File: config.mk
export PLATFORM = sky130hd
export DESIGN_NAME = uart_receiver_cfg
export DESIGN_NICKNAME = d
export VERILOG_FILES = /design/src/rtl/uart_receiver_cfg.sv
export SDC_FILE = /design/constraint.sdc
export NUM_CORES = 1
export LEC_CHECK = 0
export CAP_MARGIN = 15
export CORE_UTILIZATION = 58
export DETAILED_ROUTE_END_ITERATION = 10
export GPL_ROUTABILITY_DRIVEN = 0
export GPL_TIMING_DRIVEN = 0
export PLACE_DENSITY = 0.79
export SYNTH_ARGS = -nofsm -noshare
export SYNTH_HDL_FRONTEND = slang
export SYNTH_SLANG_ARGS = --single-unit
File: constraint.sdc
create_clock -name sysclk -period 2.86 [get_ports sysclk]
set_input_delay 0.572 -clock sysclk [delete_from_list [all_inputs] [get_ports sysclk]]
set_output_delay 0.572 -clock sysclk [all_outputs]
set_load 0.03 [all_outputs]
File: src/rtl/uart_receiver_cfg.sv
// UART receiver with a 16x oversampled bit clock, 2-of-3 mid-bit majority voting,
// optional parity, 1 or 2 stop bits, and a single-entry holding register with overrun.
module uart_receiver_cfg #(
  parameter int DIVISOR   = 651,
  parameter int DATA_BITS = 8,
  parameter int PARITY    = 0,
  parameter int STOP_BITS = 1
) (
  input  logic                 sysclk,
  input  logic                 reset,
  input  logic                 UART_RX,
  input  logic                 RX_ACK,
  output logic                 RX_STATUS,
  output logic                 RX_VALID,
  output logic [DATA_BITS-1:0] RX_DATA,
  output logic                 RX_FERR,
  output logic                 RX_PERR,
  output logic                 RX_OVERRUN
);

  localparam int DW = (DIVISOR > 1) ? $clog2(DIVISOR) : 1;

  typedef enum logic [2:0] {S_IDLE, S_START, S_DATA, S_PAR, S_STOP} state_t;

  state_t               state_q, state_d;
  logic                 sync1_q, sync2_q, prev_q;
  logic [DW-1:0]        div_q, div_d;
  logic [3:0]           tck_q, tck_d;
  logic [3:0]           bit_q, bit_d;
  logic                 s7_q, s7_d, s8_q, s8_d;
  logic [DATA_BITS-1:0] shf_q, shf_d;
  logic                 ferr_q, ferr_d, perr_q, perr_d;
  logic                 status_q, status_d, valid_q, valid_d, ovr_q, ovr_d;
  logic [DATA_BITS-1:0] data_q, data_d;
  logic                 rferr_q, rferr_d, rperr_q, rperr_d;
  logic                 rx, tick, mid, last, maj, commit, fe_now, odd;

  assign rx     = sync2_q;
  assign tick   = (div_q == DW'(DIVISOR - 1));
  assign mid    = tick && (tck_q == 4'd9);
  assign last   = tick && (tck_q == 4'd15);
  assign maj    = (s7_q & s8_q) | (s7_q & rx) | (s8_q & rx);
  assign fe_now = ferr_q | ~maj;
  assign odd    = (PARITY == 1);

  always_comb begin
    state_d = state_q;
    div_d   = tick ? '0 : div_q + 1'b1;
    tck_d   = tick ? tck_q + 4'd1 : tck_q;
    bit_d   = bit_q;
    s7_d    = (tick && tck_q == 4'd7) ? rx : s7_q;
    s8_d    = (tick && tck_q == 4'd8) ? rx : s8_q;
    shf_d   = shf_q;
    ferr_d  = ferr_q;
    perr_d  = perr_q;
    commit  = 1'b0;
    case (state_q)
      S_IDLE: begin
        // Divider and tick counter are held at zero so START begins phase-aligned to the edge.
        div_d = '0;
        tck_d = '0;
        if (prev_q && !rx) begin
          state_d = S_START;
          bit_d   = '0;
          ferr_d  = 1'b0;
          perr_d  = 1'b0;
        end
      end
      S_START: begin
        if (mid && maj)  state_d = S_IDLE;
        else if (last)   state_d = S_DATA;
      end
      S_DATA: begin
        if (mid) shf_d = {maj, shf_q[DATA_BITS-1:1]};
        if (last) begin
          if (bit_q == 4'(DATA_BITS - 1)) begin
            bit_d   = '0;
            state_d = (PARITY == 0) ? S_STOP : S_PAR;
          end else begin
            bit_d = bit_q + 4'd1;
          end
        end
      end
      S_PAR: begin
        if (mid)  perr_d = (maj != ((^shf_q) ^ odd));
        if (last) state_d = S_STOP;
      end
      S_STOP: begin
        if (mid) begin
          ferr_d = fe_now;
          // Committing mid-bit leaves half a bit of margin for a back-to-back start edge.
          if (bit_q == 4'(STOP_BITS - 1)) begin
            commit  = 1'b1;
            state_d = S_IDLE;
          end
        end
        if (last) bit_d = bit_q + 4'd1;
      end
      default: state_d = S_IDLE;
    endcase

    status_d = commit;
    valid_d  = commit ? 1'b1 : (RX_ACK ? 1'b0 : valid_q);
    ovr_d    = RX_ACK ? 1'b0 : (ovr_q | (commit & valid_q));
    data_d   = commit ? shf_q  : data_q;
    rferr_d  = commit ? fe_now : rferr_q;
    rperr_d  = commit ? perr_q : rperr_q;
  end

  always_ff @(posedge sysclk or negedge reset) begin
    if (!reset) begin
      state_q  <= S_IDLE;
      sync1_q  <= 1'b1;
      sync2_q  <= 1'b1;
      prev_q   <= 1'b1;
      div_q    <= '0;
      tck_q    <= '0;
      bit_q    <= '0;
      s7_q     <= 1'b1;
      s8_q     <= 1'b1;
      shf_q    <= '0;
      ferr_q   <= 1'b0;
      perr_q   <= 1'b0;
      status_q <= 1'b0;
      valid_q  <= 1'b0;
      ovr_q    <= 1'b0;
      data_q   <= '0;
      rferr_q  <= 1'b0;
      rperr_q  <= 1'b0;
    end else begin
      state_q  <= state_d;
      sync1_q  <= UART_RX;
      sync2_q  <= sync1_q;
      prev_q   <= sync2_q;
      div_q    <= div_d;
      tck_q    <= tck_d;
      bit_q    <= bit_d;
      s7_q     <= s7_d;
      s8_q     <= s8_d;
      shf_q    <= shf_d;
      ferr_q   <= ferr_d;
      perr_q   <= perr_d;
      status_q <= status_d;
      valid_q  <= valid_d;
      ovr_q    <= ovr_d;
      data_q   <= data_d;
      rferr_q  <= rferr_d;
      rperr_q  <= rperr_d;
    end
  end

  assign RX_STATUS  = status_q;
  assign RX_VALID   = valid_q;
  assign RX_DATA    = data_q;
  assign RX_FERR    = rferr_q;
  assign RX_PERR    = rperr_q;
  assign RX_OVERRUN = ovr_q;

endmodule
==> results of run 1 <==
## cell families (layout without fill, tap and decap cells)
kind of cell / Yosys count / in the layout
AOI/OAI and AO/OA: 23 / 23
xor gates and xnor gates: 19 / 19
adders and majority gates: 8 / 8
buffers and inverters: 15 / 40
DFF: 49 / 49
muxes: 19 / 19
and+or+nand+nor: 83 / 83
## state kept, by name, summed over array words and instances (netlist names), 3 cells and up
signal and count:
bit_q 4, state_q 3, tck_q 4, shf_q 8, RX_DATA 8, div_q 10
## routing by layer
metal | vias up | share of wire [%]
met4 | 0 | 2.2
met3 | 12 | 3.1
li1 | 798 | -
met1 | 847 | 47
met5 | - | 0
met2 | 26 | 47
## cell usage in the layout, fill, tap and decap left out, types with 7 or more instances in the layout
cell / n
clkdlybuf4s50_1: 15
dfrtp_1: 44
ha_1: 7
inv_1: 8
mux2_2: 18
nand2_1: 12
nand3_1: 8
nor2_1: 28
nor3_1: 8
o21ai_0: 8
xnor2_1: 14
## final cells by class
class                           instances  area share (%)
Inverter                                8           1.106
Timing Repair Buffer                   17           6.452
Sequential cell                        49           45.39
Multi-Input combinational cell        152           40.23
Tap cell                               48           2.212
Buffer                                  7           1.429
Clock inverter                          2          0.5069
Clock buffer                            6           2.673
## synthesized netlist by cell type (all sizes together), types with 2 or more instances
| cell | n | area [µm²] |
|---|---|---|
| nand3 | 8 | 40.04 |
| xnor2 | 14 | 122.6 |
| ha | 7 | 87.58 |
| dfstp | 5 | 131.4 |
| inv | 8 | 30.03 |
| nor3 | 9 | 50.05 |
| nand2b | 3 | 18.77 |
| a31oi | 2 | 12.51 |
| nand4b | 2 | 17.52 |
| buf | 4 | 27.52 |
| nor2b | 2 | 12.51 |
| xor2 | 5 | 43.79 |
| a21oi | 4 | 20.02 |
| dfrtp | 44 | 1101 |
| nor2 | 28 | 105.1 |
| and3 | 4 | 25.02 |
| a21o | 2 | 15.01 |
| or4 | 2 | 17.52 |
| clkbuf | 3 | 11.26 |
| nor4 | 3 | 48.80 |
| o31ai | 2 | 15.01 |
| mux2 | 18 | 202.7 |
| nand2 | 12 | 45.04 |
| o21ai | 8 | 40.04 |
## worst paths after layout
kind	startpoint	to	cells after the start
max	div_q[5]$_DFF_PN0_	RX_DATA[3]$_DFFE_PN0P_	6
min	reset	bit_q[1]$_DFFE_PN0P_	1
max reg2reg	div_q[5]$_DFF_PN0_	RX_DATA[3]$_DFFE_PN0P_	6
min reg2reg	sync1_q$_DFF_PN1_	rx$_DFF_PN1_	0
max in group asynchronous	reset	rx$_DFF_PN1_	2
min in group sysclk	sync1_q$_DFF_PN1_	rx$_DFF_PN1_	0
## per-stage QoR
stage	instance area, µm²	setup TNS (ps)
final	2715	0
after global routing	2715	0
after CTS	2715	0
after detailed placement	2629	0
after global placement	2614	-5929
after floorplan	2394	0
## report_power, final
| group | leakage [nW] | switching, mW | total (mW) | internal (mW) |
|---|---|---|---|---|
| logic | 0.533 | 0.0741 | 0.153 | 0.0787 |
| clock network | 0.0456 | 0.229 | 0.403 | 0.174 |
| registers | 0.649 | 0.0588 | 0.804 | 0.745 |
## critical path, cell delays in order, from the launching register on
cell	delay [ps]
dfrtp_1	430
or4b_4	580
or3_1	310
buf_2	180
nor4_4	420
buf_6	210
mux2_2	360
==> summary.txt, run 1 <==
Route
  – Drt pass-1 iters: 4
  – Wirelength per Cell: about 15 µm
  – Via-per-instance ratio: around 5.8
  – Antenna Violating Nets Remaining: 0
  – Via count: 1683
  – DR iter-0 viols: between 80 and 90
  – Final Routed Wirelength: 4.312 mm
  – # DRC: 0

Floorplan
  – Initial Utilization: between 60% and 70%
  – I/O pin count: 17
  – FP Rows: 22
  – Core area: around 0.0038 mm²
  – Die width: between 60 and 70 µm
  – Die Height: ~66 µm
  – Die ar.: 0.004388 mm²

Clocking
  – Clock latency on the worst-skew pair: 310 ps
  – Postcts setup bufs: 0
  – Clk buf depth: 2
  – CTS Hold Bufs: 0
  – Clock-pin slew on the worst setup and hold paths: 90 ps
  – TritonCTS clock tree: yes
  – H-Tree Depth: 2
  – Clock root buffer: clkbuf_8
  – Sink Count: just under 50
  – Clock buffer count from CTS: 5
  – Post-cts resize count: 0

Timing
  – Setup Skew: approximately 8.7 ps
  – Worst Tran Pin Value: just under 800 ps
  – Max-slew violations: 0
  – Unrepaired setup endpoints after global routing: no
  – Final setup vio count: 0
  – Hold Slack: about 220 ps
  – Max_slew headroom: 46.88%
  – Period utilization: between 90% and 100%
  – Setup ws final: about 250 ps
  – Fmax: between 300 and 400 MHz
  – Final min period: between 2000 and 3000 ps
  – Final Hold Vio Count: 0

Global routing
  – Vias in the first global route: 1590
  – Most Used Layer, Global Route: met2
  – Pin count of the biggest net entering global routing: 29
  – GR Util All Layers: about a quarter
  – M1 GR Usage: a little under a third
  – Initial antenna violation count: 0
  – First-pass GRT wire length: about 7.4 mm
  – GR Overflow Total: 0
  – Met2 GRT Util: 36.10%
  – M3 GR Usage: under 10%

Yosys
  – Largest family of logic cells by synthesized area: simple AND/OR/NAND/NOR gates
  – Async S/R FF share, synth: 100.0%
  – Synth Area in XOR/XNOR: between 6 and 7%
  – Cell area after synthesis: between 0.002 and 0.0025 mm²
  – Synthesized-area fraction occupied by and/or/nand/nor cells: 19.76%
  – Sequential cell area fraction in the yosys report: 51.49%
  – Syn nets: 227
  – Post-Synth Adder-Cell Area: under 10%
  – Number of synthesized register bits: 49
  – Synth Area in Compound Gates: 5.907%
  – Multiplexer share of the synthesized area: about 8.9%
  – Syn Area/Cell: roughly 11 µm²
  – Primary FF master, synth: dfrtp_1
  – Post-synth EDFFs: 0
  – Syn. warnings: 0
  – Post-synthesis cell type count: 46
  – Syn Inst Count: about 220

Final layout
  – Final core occ: between 70% and 80%
  – FF/Latch Area: between 0.001 and 0.0015 mm²
  – Share of cells above drive strength 1: about 18%
  – Nets: approximately 250
  – Diodes inserted: 0
  – Multi-input gate area: approximately 0.0011 mm²
  – Cell Count, Final, Fillers Out: ~290
  – Area grow syn2layout: 13.43%
  – Fill cell count: just under 300

Worst setup path
  – Worst Setup End Kind: flop
  – CP Max Fanout: 10
  – Worst endpoint required time: between 3000 and 4000 ps
  – Crit Path Class: reg2reg
  – WP data arrival: between 2000 and 3000 ps
  – Flop-to-flop setup slack: roughly 250 ps
  – Element type at the critical path start: flop

Power and ir drop
  – Lkg Pwr: about 1.2 nW
  – Power Dens Cells: ~500 mW/mm²
  – VDD IR max: about 0.47 mV
  – Total Power: 1.360 mW

Job
  – Max Cap Viol: 0

Placement
  – Post-DP HPWL: ~3.1 mm
  – Placed insts: 281
  – Dpl ws: roughly 280 ps
  – # port buffers: 16

Run status
  – Outcome: completed

Hold path
  – HP Class: in2async
Power figures use the tool's default switching activity.
==> run 2, diff against run 1 <==
--- a/config.mk
+++ b/config.mk
@@ -6,11 +6,10 @@
 export NUM_CORES = 1
 export LEC_CHECK = 0
 export CAP_MARGIN = 15
-export CORE_UTILIZATION = 58
+export CORE_UTILIZATION = 30
 export DETAILED_ROUTE_END_ITERATION = 10
 export GPL_ROUTABILITY_DRIVEN = 0
 export GPL_TIMING_DRIVEN = 0
-export PLACE_DENSITY = 0.79
 export SYNTH_ARGS = -nofsm -noshare
 export SYNTH_HDL_FRONTEND = slang
 export SYNTH_SLANG_ARGS = --single-unit
==> summary.txt, run 2 (synthesis results as in run 1) <==
Run status
  – Outcome: completed

Route
  – Antenna Violating Nets Remaining: 0
  – Drt pass-1 iters: 4
  – Via-per-instance ratio: 4.726
  – Via count: roughly 1.6k
  – DR iter-0 viols: 63
  – Wirelength per Cell: ~12 µm
  – # DRC: 0
  – Final Routed Wirelength: about 4.2 mm

Global routing
  – Vias in the first global route: 1570
  – Pin count of the biggest net entering global routing: 31
  – GR Overflow Total: 0
  – First-pass GRT wire length: approximately 7.4 mm
  – GR Util All Layers: between 10% and 20%
  – Initial antenna violation count: 0

Timing
  – Worst Tran Pin Value: between 700 and 800 ps
  – Final min period: between 2000 and 3000 ps
  – Period utilization: 90.76%
  – Max-slew violations: 0
  – Final Hold Vio Count: 0
  – Setup Skew: roughly 9 ps
  – Final setup vio count: 0
  – Fmax: slightly below 400 MHz
  – Setup ws final: between 200 and 300 ps
  – Hold Slack: approximately 210 ps
  – Max_slew headroom: 46.31%
  – Unrepaired setup endpoints after global routing: no

Clocking
  – Clock-pin slew on the worst setup and hold paths: 90 ps
  – CTS Hold Bufs: 0
  – Sink Count: 49
  – Clock root buffer: clkbuf_8
  – Clock latency on the worst-skew pair: ~300 ps
  – Clk buf depth: 2
  – Clock buffer count from CTS: 5
  – TritonCTS clock tree: yes
  – Postcts setup bufs: 0
  – H-Tree Depth: 2
  – Post-cts resize count: 0

Final layout
  – Nets: approximately 250
  – Largest register FFs: 10
  – Commonest non-fill, non-tap cell in the layout: dfrtp_1
  – Largest Register: div_q
  – Area grow syn2layout: 17.30%
  – Commonest cells after routing, fill and taps aside: dfrtp_1 (44), nor2_1 (28), mux2_2 (18)
  – Diodes inserted: 0
  – Share of cells above drive strength 1: between 10% and 20%
  – Final core occ: a little over a third

Placement
  – Post-DP HPWL: roughly 3.0 mm
  – Dpl ws: 258.1 ps
  – # port buffers: 16

Floorplan
  – Die ar.: between 0.008 and 0.009 mm²
  – Die Height: ~91 µm
  – I/O pin count: 17
  – Core area: approximately 0.0077 mm²
  – Initial Utilization: 30.97%
  – FP Rows: 32
  – Die width: 91.32 µm

Worst setup path
  – Worst Setup End Kind: flop
  – Crit Path Class: reg2reg
  – Element type at the critical path start: flop
  – CP Max Fanout: 10
  – Worst endpoint required time: 3050 ps
  – WP data arrival: around 2800 ps

Power and ir drop
  – Power Dens Cells: 513.6 mW/mm²
  – Lkg Pwr: roughly 1.2 nW
  – VDD IR max: 0.2167 mV
  – Total Power: 1.442 mW

Job
  – Max Cap Viol: 0

Hold path
  – HP Class: in2async
-- run 2: cell types whose count changed in the layout (fill, tap and decap cells not counted) --
cell and change:
bufinv_16 +1, clkinv_2 -1, clkinv_4 +1, inv_6 -1
-- run 2: power by group --
part           total [mW]  switching (mW)  internal [mW]  leakage (nW)
Clock               0.490           0.228          0.263        0.0554
Combinational       0.151          0.0719         0.0787         0.533
Sequential          0.801          0.0559          0.745         0.649
-- run 2: cell type report --
cell class	count	area (µm²)
Buffer	7	38.79
Clock buffer	6	72.57
Clock inverter	2	38.79
Fill cell	759	4920
Inverter	8	30.03
Multi-Input combinational cell	152	1092
Sequential cell	49	1232
Tap cell	102	127.6
Timing Repair Buffer	17	175.2
-- run 2: worst paths after layout --
kind                       cells past startpoint          startpoint  slack, ps                     end
setup / recovery                               6  div_q[5]$_DFF_PN0_        260  RX_DATA[6]$_DFFE_PN0P_
setup reg to reg                               6  div_q[5]$_DFF_PN0_        260  RX_DATA[6]$_DFFE_PN0P_
max in group asynchronous                      2               reset       2050        s8_q$_DFFE_PN1P_
hold reg to reg                                0   sync1_q$_DFF_PN1_        360            rx$_DFF_PN1_
hold / removal                                 1               reset        210    RX_OVERRUN$_DFF_PN0_
min in group sysclk                            0   sync1_q$_DFF_PN1_        360            rx$_DFF_PN1_
-- run 2: metal layers --
layer	vias to the layer above	track usage [%]	share of wire, %
met5	-	0	0
met4	0	4.365	1.1
met3	4	1.926	2.7
met2	20	16.86	45
met1	802	15.69	51
li1	795	-	-
-- run 2: metrics by stage --
step	TNS, ps	area [µm²]	cells
finish	0	2808	343
global route	0	2808	343
global placement	-10960	2681	334
detailed placement	0	2696	335
floorplan	0	2394	216
CTS	0	2808	343
-- run 2: worst max-delay path: stages (launching register included) --
cell and delay, ps:
dfrtp_1 420, or4b_4 580, or3_1 310, buf_2 170, nor4_4 450, buf_6 220, mux2_2 340
==> run 3, diff against run 2 <==
--- a/config.mk
+++ b/config.mk
@@ -6,10 +6,13 @@
 export NUM_CORES = 1
 export LEC_CHECK = 0
 export CAP_MARGIN = 15
+export CELL_PAD_IN_SITES_DETAIL_PLACEMENT = 1
+export CELL_PAD_IN_SITES_GLOBAL_PLACEMENT = 1
 export CORE_UTILIZATION = 30
 export DETAILED_ROUTE_END_ITERATION = 10
 export GPL_ROUTABILITY_DRIVEN = 0
 export GPL_TIMING_DRIVEN = 0
+export PLACE_DENSITY_LB_ADDON = 0.1
 export SYNTH_ARGS = -nofsm -noshare
 export SYNTH_HDL_FRONTEND = slang
 export SYNTH_SLANG_ARGS = --single-unit
==> summary.txt, run 3 (synthesis results as in run 1) <==
Clocking
  – Postcts setup bufs: 0
  – Clock buffer count from CTS: 5
  – H-Tree Depth: 2
  – Clock-pin slew on the worst setup and hold paths: 100 ps
  – Clock root buffer: clkbuf_8
  – Clk buf depth: 2
  – Post-cts resize count: 0
  – Sink Count: ~50
  – Clock latency on the worst-skew pair: 310 ps
  – TritonCTS clock tree: yes
  – CTS Hold Bufs: 0

Placement
  – # port buffers: 16
  – Dpl ws: approximately 160 ps
  – Post-DP HPWL: 3.681 mm
  – Area after DPL: approximately 0.0027 mm²

Route
  – Drt pass-1 iters: 3
  – # DRC: 0
  – Via count: ~1.6k
  – DR iter-0 viols: 48
  – Wirelength per Cell: 14.79 µm
  – Via-per-instance ratio: between 4 and 5
  – Final Routed Wirelength: ~5.1 mm
  – Antenna Violating Nets Remaining: 0

Timing
  – Period utilization: just over 90%
  – Setup Skew: about 9.9 ps
  – Final min period: 2667 ps
  – Fmax: roughly 370 MHz
  – Max-slew violations: 0
  – Setup ws final: between 150 and 200 ps
  – Worst Tran Pin Value: roughly 840 ps
  – Final setup vio count: 0
  – Max_slew headroom: between 40% and 50%
  – Unrepaired setup endpoints after global routing: no
  – Final Hold Vio Count: 0

Power and ir drop
  – Clock power share: a little under a third
  – Sw Pwr: approximately 0.39 mW
  – Power Internal: 1.003 mW
  – Sw Ratio: around 28%
  – Part of the power in registers: about 58%
  – Logic pwr share: 11.2%
  – Lkg Pwr: between 1 and 1.5 nW
  – VDD IR max: 0.2297 mV
  – Power Dens Cells: about 500 mW/mm²

Final layout
  – Design Area, Final: approximately 0.0028 mm²
  – Area grow syn2layout: 16.62%
  – FF/Latch Area: between 0.001 and 0.0015 mm²
  – Commonest cells after routing, fill and taps aside: dfrtp_1 (44), nor2_1 (28), mux2_2 (18)
  – Largest Register: div_q
  – Multi-input gate area: between 0.001 and 0.0015 mm²
  – Share of cells above drive strength 1: about a fifth
  – Nets: roughly 250
  – Largest register FFs: 10
  – Diodes inserted: 0
  – Commonest non-fill, non-tap cell in the layout: dfrtp_1
  – Fill cell count: approximately 870

Worst setup path
  – WP data arrival: approximately 2900 ps
  – Crit Path Class: reg2reg
  – CP Max Fanout: 10
  – Element type at the critical path start: flop
  – Worst R2R Start: div_q[5]$_DFF_PN0_
  – Worst endpoint required time: 3060 ps
  – R2R cell count: 6
  – R2r endpoint: RX_DATA[5]$_DFFE_PN0P_
  – Flop-to-flop setup slack: around 190 ps
  – Worst Setup End Kind: flop

Global routing
  – Pin count of the biggest net entering global routing: 27
  – Initial antenna violation count: 0
  – First-pass GRT wire length: 9.039 mm
  – GR Overflow Total: 0
  – GR Util All Layers: around 14%
  – Vias in the first global route: around 1.8k

Hold path
  – HP Class: in2async

Job
  – Max Cap Viol: 0

Floorplan
  – Die ar.: 0.008339 mm²
  – Die Height: a little over 90 µm
  – Initial Utilization: 30.97%
  – Core area: approximately 0.0077 mm²
  – FP Rows: 32
  – Die width: between 90 and 100 µm
  – I/O pin count: 17

Run status
  – Outcome: completed
[run 3: cell count changes in the layout (fill, tap and decap cells not counted), sizes merged]
cell | before | now
clkinvlp | 0 | 2
bufinv | 1 | 0
inv | 8 | 9
clkinv | 1 | 0
clkbuf | 9 | 8
[run 3: power groups by stage]
stage / logic, mW / clock network [mW] / registers (mW)
4_1_cts: 0.159 / 0.461 / 0.803
3_5_place_dp: 0.159 / 0 / 0.815
3_3_place_gp: 0.154 / 0 / 0.816
5_1_grt: 0.181 / 0.480 / 0.815
2_1_floorplan: 0.117 / 0 / 0.800
6_report: 0.156 / 0.433 / 0.801
[run 3: worst max path at each step]
stage	startpoint	end	slack, ps	cells past startpoint
floorplan	div_q[5]$_DFF_PN0_	RX_DATA[1]$_DFFE_PN0P_	460	6
global placement	reset	RX_DATA[2]$_DFFE_PN0P_	-420	1
detailed placement	div_q[5]$_DFF_PN0_	RX_DATA[5]$_DFFE_PN0P_	160	6
CTS	div_q[5]$_DFF_PN0_	RX_DATA[5]$_DFFE_PN0P_	150	6
global route	div_q[2]$_DFF_PN0_	RX_DATA[3]$_DFFE_PN0P_	50	6
finish	div_q[5]$_DFF_PN0_	RX_DATA[5]$_DFFE_PN0P_	190	6
[run 3: cell type report]
type / count / area share (%)
Timing Repair Buffer: 17 / 6.275
Sequential cell: 49 / 44.15
Inverter: 8 / 1.076
Buffer: 7 / 1.390
Tap cell: 102 / 4.572
Multi-Input combinational cell: 152 / 39.13
Clock buffer: 5 / 2.465
Clock inverter: 3 / 0.9413
[run 3: per-stage QoR]
stage	instances	setup TNS [ps]	hold WS (ps)	utilization [%]	power [mW]
finish	343	0	261.8	36.12	1.390
global route	343	0	309.9	36.12	1.476
CTS	343	0	274.5	36.12	1.423
detailed placement	335	0	348.7	34.89	0.9740
global placement	334	-18240	346.2	34.70	0.9698
floorplan	216	0	276.4	-	0.9166
[run 3: critical path, cell delays in order, from the launching register on]
cell and delay [ps]:
dfrtp_1 420, or4b_4 590, or3_1 310, buf_2 180, nor4_4 500, buf_6 220
mux2_2 340
[run 3: layer usage]
layer	vias up	global-route usage, %	wire (µm)
met4	0	4.365	57
met5	-	0	0
met3	5	2.764	105
met2	12	22.35	2337
li1	789	-	-
met1	808	18.59	2572
